**src/rtl/soc_mem_arbiter.sv**
```systemverilog
// Round-robin shared-memory front end: NUM_MASTERS requesters, one memory port, one transaction in flight.
// Optional busy-timeout with error response is enabled by defining SOC_MEM_ARBITER_TIMEOUT_EN.
module soc_mem_arbiter #(
  parameter int NUM_MASTERS = 2,
  parameter int ADDR_W      = 64,
  parameter int DATA_W      = 64,
  parameter int TIMEOUT     = 255
) (
  input  logic                          clk,
  input  logic                          reset,
  input  logic [NUM_MASTERS-1:0]        m_req,
  input  logic [NUM_MASTERS-1:0]        m_we,
  input  logic [NUM_MASTERS*ADDR_W-1:0] m_addr,
  input  logic [NUM_MASTERS*DATA_W-1:0] m_wdata,
  output logic [NUM_MASTERS-1:0]        m_ack,
  output logic                          m_err,
  output logic [DATA_W-1:0]             m_rdata,
  output logic                          mem_req,
  output logic                          mem_we,
  output logic [ADDR_W-1:0]             mem_addr,
  output logic [DATA_W-1:0]             mem_wdata,
  input  logic [DATA_W-1:0]             mem_rdata,
  input  logic                          mem_ack
);

  localparam int GW = (NUM_MASTERS > 1) ? $clog2(NUM_MASTERS) : 1;

  typedef enum logic [1:0] {
    ST_IDLE,
    ST_BUSY,
    ST_RESP
  } state_t;

  state_t                   r_state;
  state_t                   w_state_nxt;
  logic [GW-1:0]            r_last_grant;
  logic [GW-1:0]            r_grant;
  logic [GW-1:0]            w_winner;
  logic                     w_found;
  logic                     w_sel_we;
  logic [ADDR_W-1:0]        w_sel_addr;
  logic [DATA_W-1:0]        w_sel_wdata;
  logic [NUM_MASTERS-1:0]   w_grant_oh;
  logic                     w_timeout;
  logic                     w_done;

  logic [NUM_MASTERS-1:0]   r_m_ack;
  logic [DATA_W-1:0]        r_m_rdata;
  logic                     r_mem_req;
  logic                     r_mem_we;
  logic [ADDR_W-1:0]        r_mem_addr;
  logic [DATA_W-1:0]        r_mem_wdata;

  // Two passes give the rotating priority: first masters above last_grant, then wrap to the rest.
  // NOTE: every signal written in an always_comb gets a default first so no path can infer a latch.
  always_comb begin
    w_found  = 1'b0;
    w_winner = '0;
    for (int j = 0; j < NUM_MASTERS; j++) begin
      if (!w_found && m_req[j] && (GW'(j) > r_last_grant)) begin
        w_found  = 1'b1;
        w_winner = GW'(j);
      end
    end
    for (int j = 0; j < NUM_MASTERS; j++) begin
      if (!w_found && m_req[j] && (GW'(j) <= r_last_grant)) begin
        w_found  = 1'b1;
        w_winner = GW'(j);
      end
    end
  end

  always_comb begin
    w_sel_we    = 1'b0;
    w_sel_addr  = '0;
    w_sel_wdata = '0;
    w_grant_oh  = '0;
    for (int j = 0; j < NUM_MASTERS; j++) begin
      if (w_winner == GW'(j)) begin
        w_sel_we    = m_we[j];
        w_sel_addr  = m_addr[j*ADDR_W +: ADDR_W];
        w_sel_wdata = m_wdata[j*DATA_W +: DATA_W];
      end
      w_grant_oh[j] = (r_grant == GW'(j));
    end
  end

`ifdef SOC_MEM_ARBITER_TIMEOUT_EN
  localparam int CW = $clog2(TIMEOUT + 1);

  logic [CW-1:0] r_cnt;
  logic          r_err;

  // mem_ack in the final counted cycle takes priority over the timeout.
  assign w_timeout = (r_state == ST_BUSY) && !mem_ack && (r_cnt == CW'(TIMEOUT - 1));

  always_ff @(posedge clk or negedge reset) begin
    if (!reset) begin
      r_cnt <= '0;
      r_err <= 1'b0;
    end else begin
      if (r_state == ST_IDLE) begin
        r_cnt <= '0;
      end else if ((r_state == ST_BUSY) && !mem_ack) begin
        r_cnt <= r_cnt + 1'b1;
      end
      r_err <= w_timeout;
    end
  end

  assign m_err = r_err;
`else
  assign w_timeout = 1'b0;
  assign m_err     = 1'b0;
`endif

  assign w_done = (r_state == ST_BUSY) && (mem_ack || w_timeout);

  always_comb begin
    w_state_nxt = r_state;
    case (r_state)
      ST_IDLE: if (w_found) w_state_nxt = ST_BUSY;
      ST_BUSY: if (w_done)  w_state_nxt = ST_RESP;
      ST_RESP: w_state_nxt = ST_IDLE;
      default: w_state_nxt = ST_IDLE;
    endcase
  end

  // NOTE: sequential state uses non-blocking assignments so every register samples pre-edge values.
  always_ff @(posedge clk or negedge reset) begin
    if (!reset) begin
      r_state <= ST_IDLE;
    end else begin
      r_state <= w_state_nxt;
    end
  end

  // Reset leaves last_grant at the top master so the first search starts at master 0.
  always_ff @(posedge clk or negedge reset) begin
    if (!reset) begin
      r_last_grant <= GW'(NUM_MASTERS - 1);
      r_grant      <= '0;
      r_m_ack      <= '0;
      r_m_rdata    <= '0;
      r_mem_req    <= 1'b0;
      r_mem_we     <= 1'b0;
      r_mem_addr   <= '0;
      r_mem_wdata  <= '0;
    end else begin
      r_m_ack <= '0;
      case (r_state)
        ST_IDLE: begin
          if (w_found) begin
            r_grant      <= w_winner;
            r_last_grant <= w_winner;
            r_mem_req    <= 1'b1;
            r_mem_we     <= w_sel_we;
            r_mem_addr   <= w_sel_addr;
            r_mem_wdata  <= w_sel_wdata;
          end
        end
        ST_BUSY: begin
          if (w_done) begin
            r_mem_req <= 1'b0;
            r_m_ack   <= w_grant_oh;
            if (mem_ack) r_m_rdata <= mem_rdata;
          end
        end
        default: ;
      endcase
    end
  end

  assign m_ack     = r_m_ack;
  assign m_rdata   = r_m_rdata;
  assign mem_req   = r_mem_req;
  assign mem_we    = r_mem_we;
  assign mem_addr  = r_mem_addr;
  assign mem_wdata = r_mem_wdata;

endmodule

```
**config.mk**
```make
export PLATFORM = sky130hd
export DESIGN_NAME = soc_mem_arbiter
export DESIGN_NICKNAME = d
export VERILOG_FILES = /design/src/rtl/soc_mem_arbiter.sv
export SDC_FILE = /design/constraint.sdc
export NUM_CORES = 1
export LEC_CHECK = 0
export CORE_AREA = 10 10 197 199
export CTS_CLUSTER_SIZE = 12
export DETAILED_ROUTE_END_ITERATION = 16
export DIE_AREA = 0 0 207 209
export GPL_TIMING_DRIVEN = 0
export SLEW_MARGIN = 20
export SYNTH_ARGS = -nofsm -noshare
export SYNTH_HDL_FRONTEND = slang
export SYNTH_SLANG_ARGS = --single-unit
```
**constraint.sdc**
```tcl
create_clock -name clk -period 2.1 [get_ports clk]
set_input_delay 0.315 -clock clk [delete_from_list [all_inputs] [get_ports clk]]
set_output_delay 0.315 -clock clk [all_outputs]
set_load 0.05 [all_outputs]
```
==> metrics.md <==
| Metric | Value |
|---|---|
| Post-Synthesis Cells | 577 |
| Crit path depth | 1 |
| FMAX | slightly below 500 MHz |
| FF+latch area | roughly 0.005 mm² |
| Rel. slew slack | 0.537 |
| WP data required | 1.78 ns |
| Filler cell count | around 3200 |
| Net Sw Power | 13.0 mW |
| ANT nets after route | 0 |
| Synth unique cells | 19 |
| Seq/Total Area, Yosys | 0.520 |
| Io pins | 524 |
| # diodes | 0 |
| Clk buf depth | 2 |
| CTS root buffer | clkbuf_16 |
| Slowest CP cell | clkdlybuf4s50_1 |
| Post-Syn Area per Cell | 16.7 µm² |
| Hold Vio Cnt, Final | 0 |
| Routability-driven placement congestion ratio | 0.785 |
| Fin Setup TNS | 0 ns |
| Hold_ws | 0.349 ns |
| Crit-path cells | clkdlybuf4s50_1 |
| CTS Sinks | 200 |
| R2R cell count | 6 |
| DRT Pass-1 Iters | 5 |
| Worst-margin pin slew | 0.698 ns |
| Synth top area share | 0.517 |
| EDFF count, synth | 0 |
| Max incr delay on CP | about 0.93 ns |
| Leakage Power | ~6.9 nW |
| Ys async rst share | 1.00 |
| Core area | about 0.035 mm² |
| Post-CTS setup buffer count | 0 |
| Die ar. | about 0.043 mm² |
| Status | completed |
| CTS buffer count | 17 |
| Synth-to-Final Area Change | 67.3% |
| Overall routed net length | 35100 µm |
| Grt total ovfl | 0 |
| Multi-input logic area | ~0.0043 mm² |
| Worst-path clk slew | around 0.080 ns |
| Global-route wire length before repair | 51400 µm |
| Endpoint type of the worst setup path | primary output |
| Max-cap violations | 0 |
| Leading cell type in the layout, fill and taps excluded | clkdlybuf4s50_1 |
| FP Rows | 69 |
| Via-to-Cell Ratio | 4.25 |
| Fin. max-slew vios | 0 |
| Initial Util | 0.275 |
| Routed WL per cell | 22.0 µm |
| PD cells | 1700 mW/mm² |
| Pint | 14.5 mW |
| Largest area contributor in the synthesized netlist | dfrtp_1 |
| DR vias | 6768 |
| Fin nets | 1447 |
| Peak supply drop | about 0.98 mV |
| RSZ-0062 raised after global routing | false |
| Post-synthesis cell area | 0.00963 mm² |
| Core Util, Final | 0.459 |
| Total Power | 27.5 mW |
| DR iter-0 viols | 183 |
| Sequential share of power | 0.250 |
| Clock Power Share | 0.124 |
| Die H | about 210 µm |
| Top cells by area, synth | dfrtp_1, mux2_4, mux2_2 |
| Worst Skew | about 0.011 ns |
| Vias in the first global route | 7661 |
| Largest net degree at the start of global routing | 88 |
| Tcrit/Tclk final | 0.975 |
| YS warnings | 0 |
| Max H-tree Level | 4 |
| # setup viols final | 0 |
| CTS tree | built |
| Worst path buffer plus inverter count | 1 |
| CP Max Fanout | 2 |
| Layout cell share with drive strength beyond 1 | 0.345 |
| Port buffer count | approximately 520 |
| CP Class | flip-flop to primary output |
| Sw Ratio | 0.473 |
| Initial antenna violation count | 0 |
| Die X | slightly above 200 µm |
| Tmin final | 2.05 ns |
| Part of the power in combinational logic | 0.626 |
| Cell area after layout | between 0.015 and 0.02 mm² |
| FF+latch count, synth | 200 |
| HP Class | input pin to asynchronous set/reset pin |
| Startpoint Class | flip-flop |
| Hpwl dp | a little under 30000 µm |
| Worst-Skew Late Latency | 0.44 ns |
| GRT Overall Usage | 0.157 |
| Crit path max-delay family | buffers and inverters |
| Syn Nets | between 900 and 1000 |
| DP Area | 0.0155 mm² |
| Main synth FF type | dfrtp_1 |
| Commonest non-fill, non-tap cells in the layout | clkdlybuf4s50_1, dfrtp_1, mux2_4, mux2_2, clkbuf_16 |
| # DRC | 0 |
| Crit path DAT | 1.73 ns |
[layer usage]
layer  global-route usage  share of wire  vias up  routed length, µm
li1                     -              -     3151                  -
met1                0.170           0.39     3281              13700
met2                0.273           0.50      312              17700
met3               0.0640          0.084       24               2960
met4               0.0486          0.022        0                761
met5                    0              0        -                  0
[per-stage QoR]
stage | setup slack, ns | instances
2_1_floorplan | 0.392 | 577
3_3_place_gp | -8.29 | 1560
3_5_place_dp | -0.347 | 1562
4_1_cts | 0.00189 | 1595
5_1_grt | 0.0111 | 1594
6_report | 0.0523 | 1594
[registers in the layout, summed over array words and instances (netlist names)]
register and cells:
m_rdata 64, mem_req 1, m_ack 2, mem_addr 64, mem_wdata 64, r_state 2
r_grant 1, r_last_grant 1, mem_we 1
[final timing paths]
path	from	to	slack, ns
worst max-delay path	mem_wdata[41]	mem_wdata[41]	0.05
worst min-delay path	reset	m_rdata[30]	0.35
worst max register to register	r_last_grant	mem_addr[62]	0.11
worst min register to register	r_grant	m_ack[0]	0.43
max in group asynchronous	reset	mem_addr[14]	1.00
min in group clk	r_grant	m_ack[0]	0.43
[worst register-to-register path, cell delays in order (launching register included)]
cell     delay [ns]
dfstp_2        0.53
a21bo_1        0.10
buf_2          0.19
buf_6          0.23
buf_6          0.24
mux2_4         0.34
mux2_4         0.26
[timing repair]
action | 4_1_cts | 5_1_grt
gates cloned | 0 | 0
gates resized for setup | 4 | 1
pin swaps | 0 | 0
hold endpoints to repair | 32 | 0
endpoints found under the setup margin | 90 | 21
hold buffers | 1 | 0
[final cells by class]
type                    instances  share of cell area
repair buffers                525               0.329
flip-flops and latches        200               0.311
inverters                       3            0.000699
plain buffers                  37              0.0170
well taps                     461              0.0358
multi-input cells             336               0.269
clock inverters                15              0.0111
clock buffers                  17              0.0264
[kinds of logic after synthesis]
logic type | count (synthesis) | synth area share
compound gates | 4 | 0.00286
flops | 200 | 0.520
mux | 324 | 0.444
buf+inv | 41 | 0.0294
simple gates | 7 | 0.00338
other cells | 1 | 0.000390
[power groups by stage]
stage	Sequential (mW)	Combinational [mW]	Clock (mW)
2_1_floorplan	13.7	4.49	0
3_3_place_gp	6.89	17.4	0
3_5_place_dp	6.93	17.4	0
4_1_cts	6.90	17.5	3.55
5_1_grt	7.15	17.8	3.70
6_report	6.87	17.2	3.40
[Yosys cell counts, types with 2 or more instances]
| library cell | number |
|---|---|
| nand2_1 | 2 |
| o21ai_0 | 2 |
| dfrtp_1 | 199 |
| nor2_1 | 3 |
| buf_6 | 10 |
| buf_2 | 13 |
| mux2i_1 | 2 |
| buf_1 | 4 |
| mux2_2 | 155 |
| inv_1 | 3 |
| mux2_4 | 167 |
| buf_4 | 10 |
(Power assumes the default switching activity.)
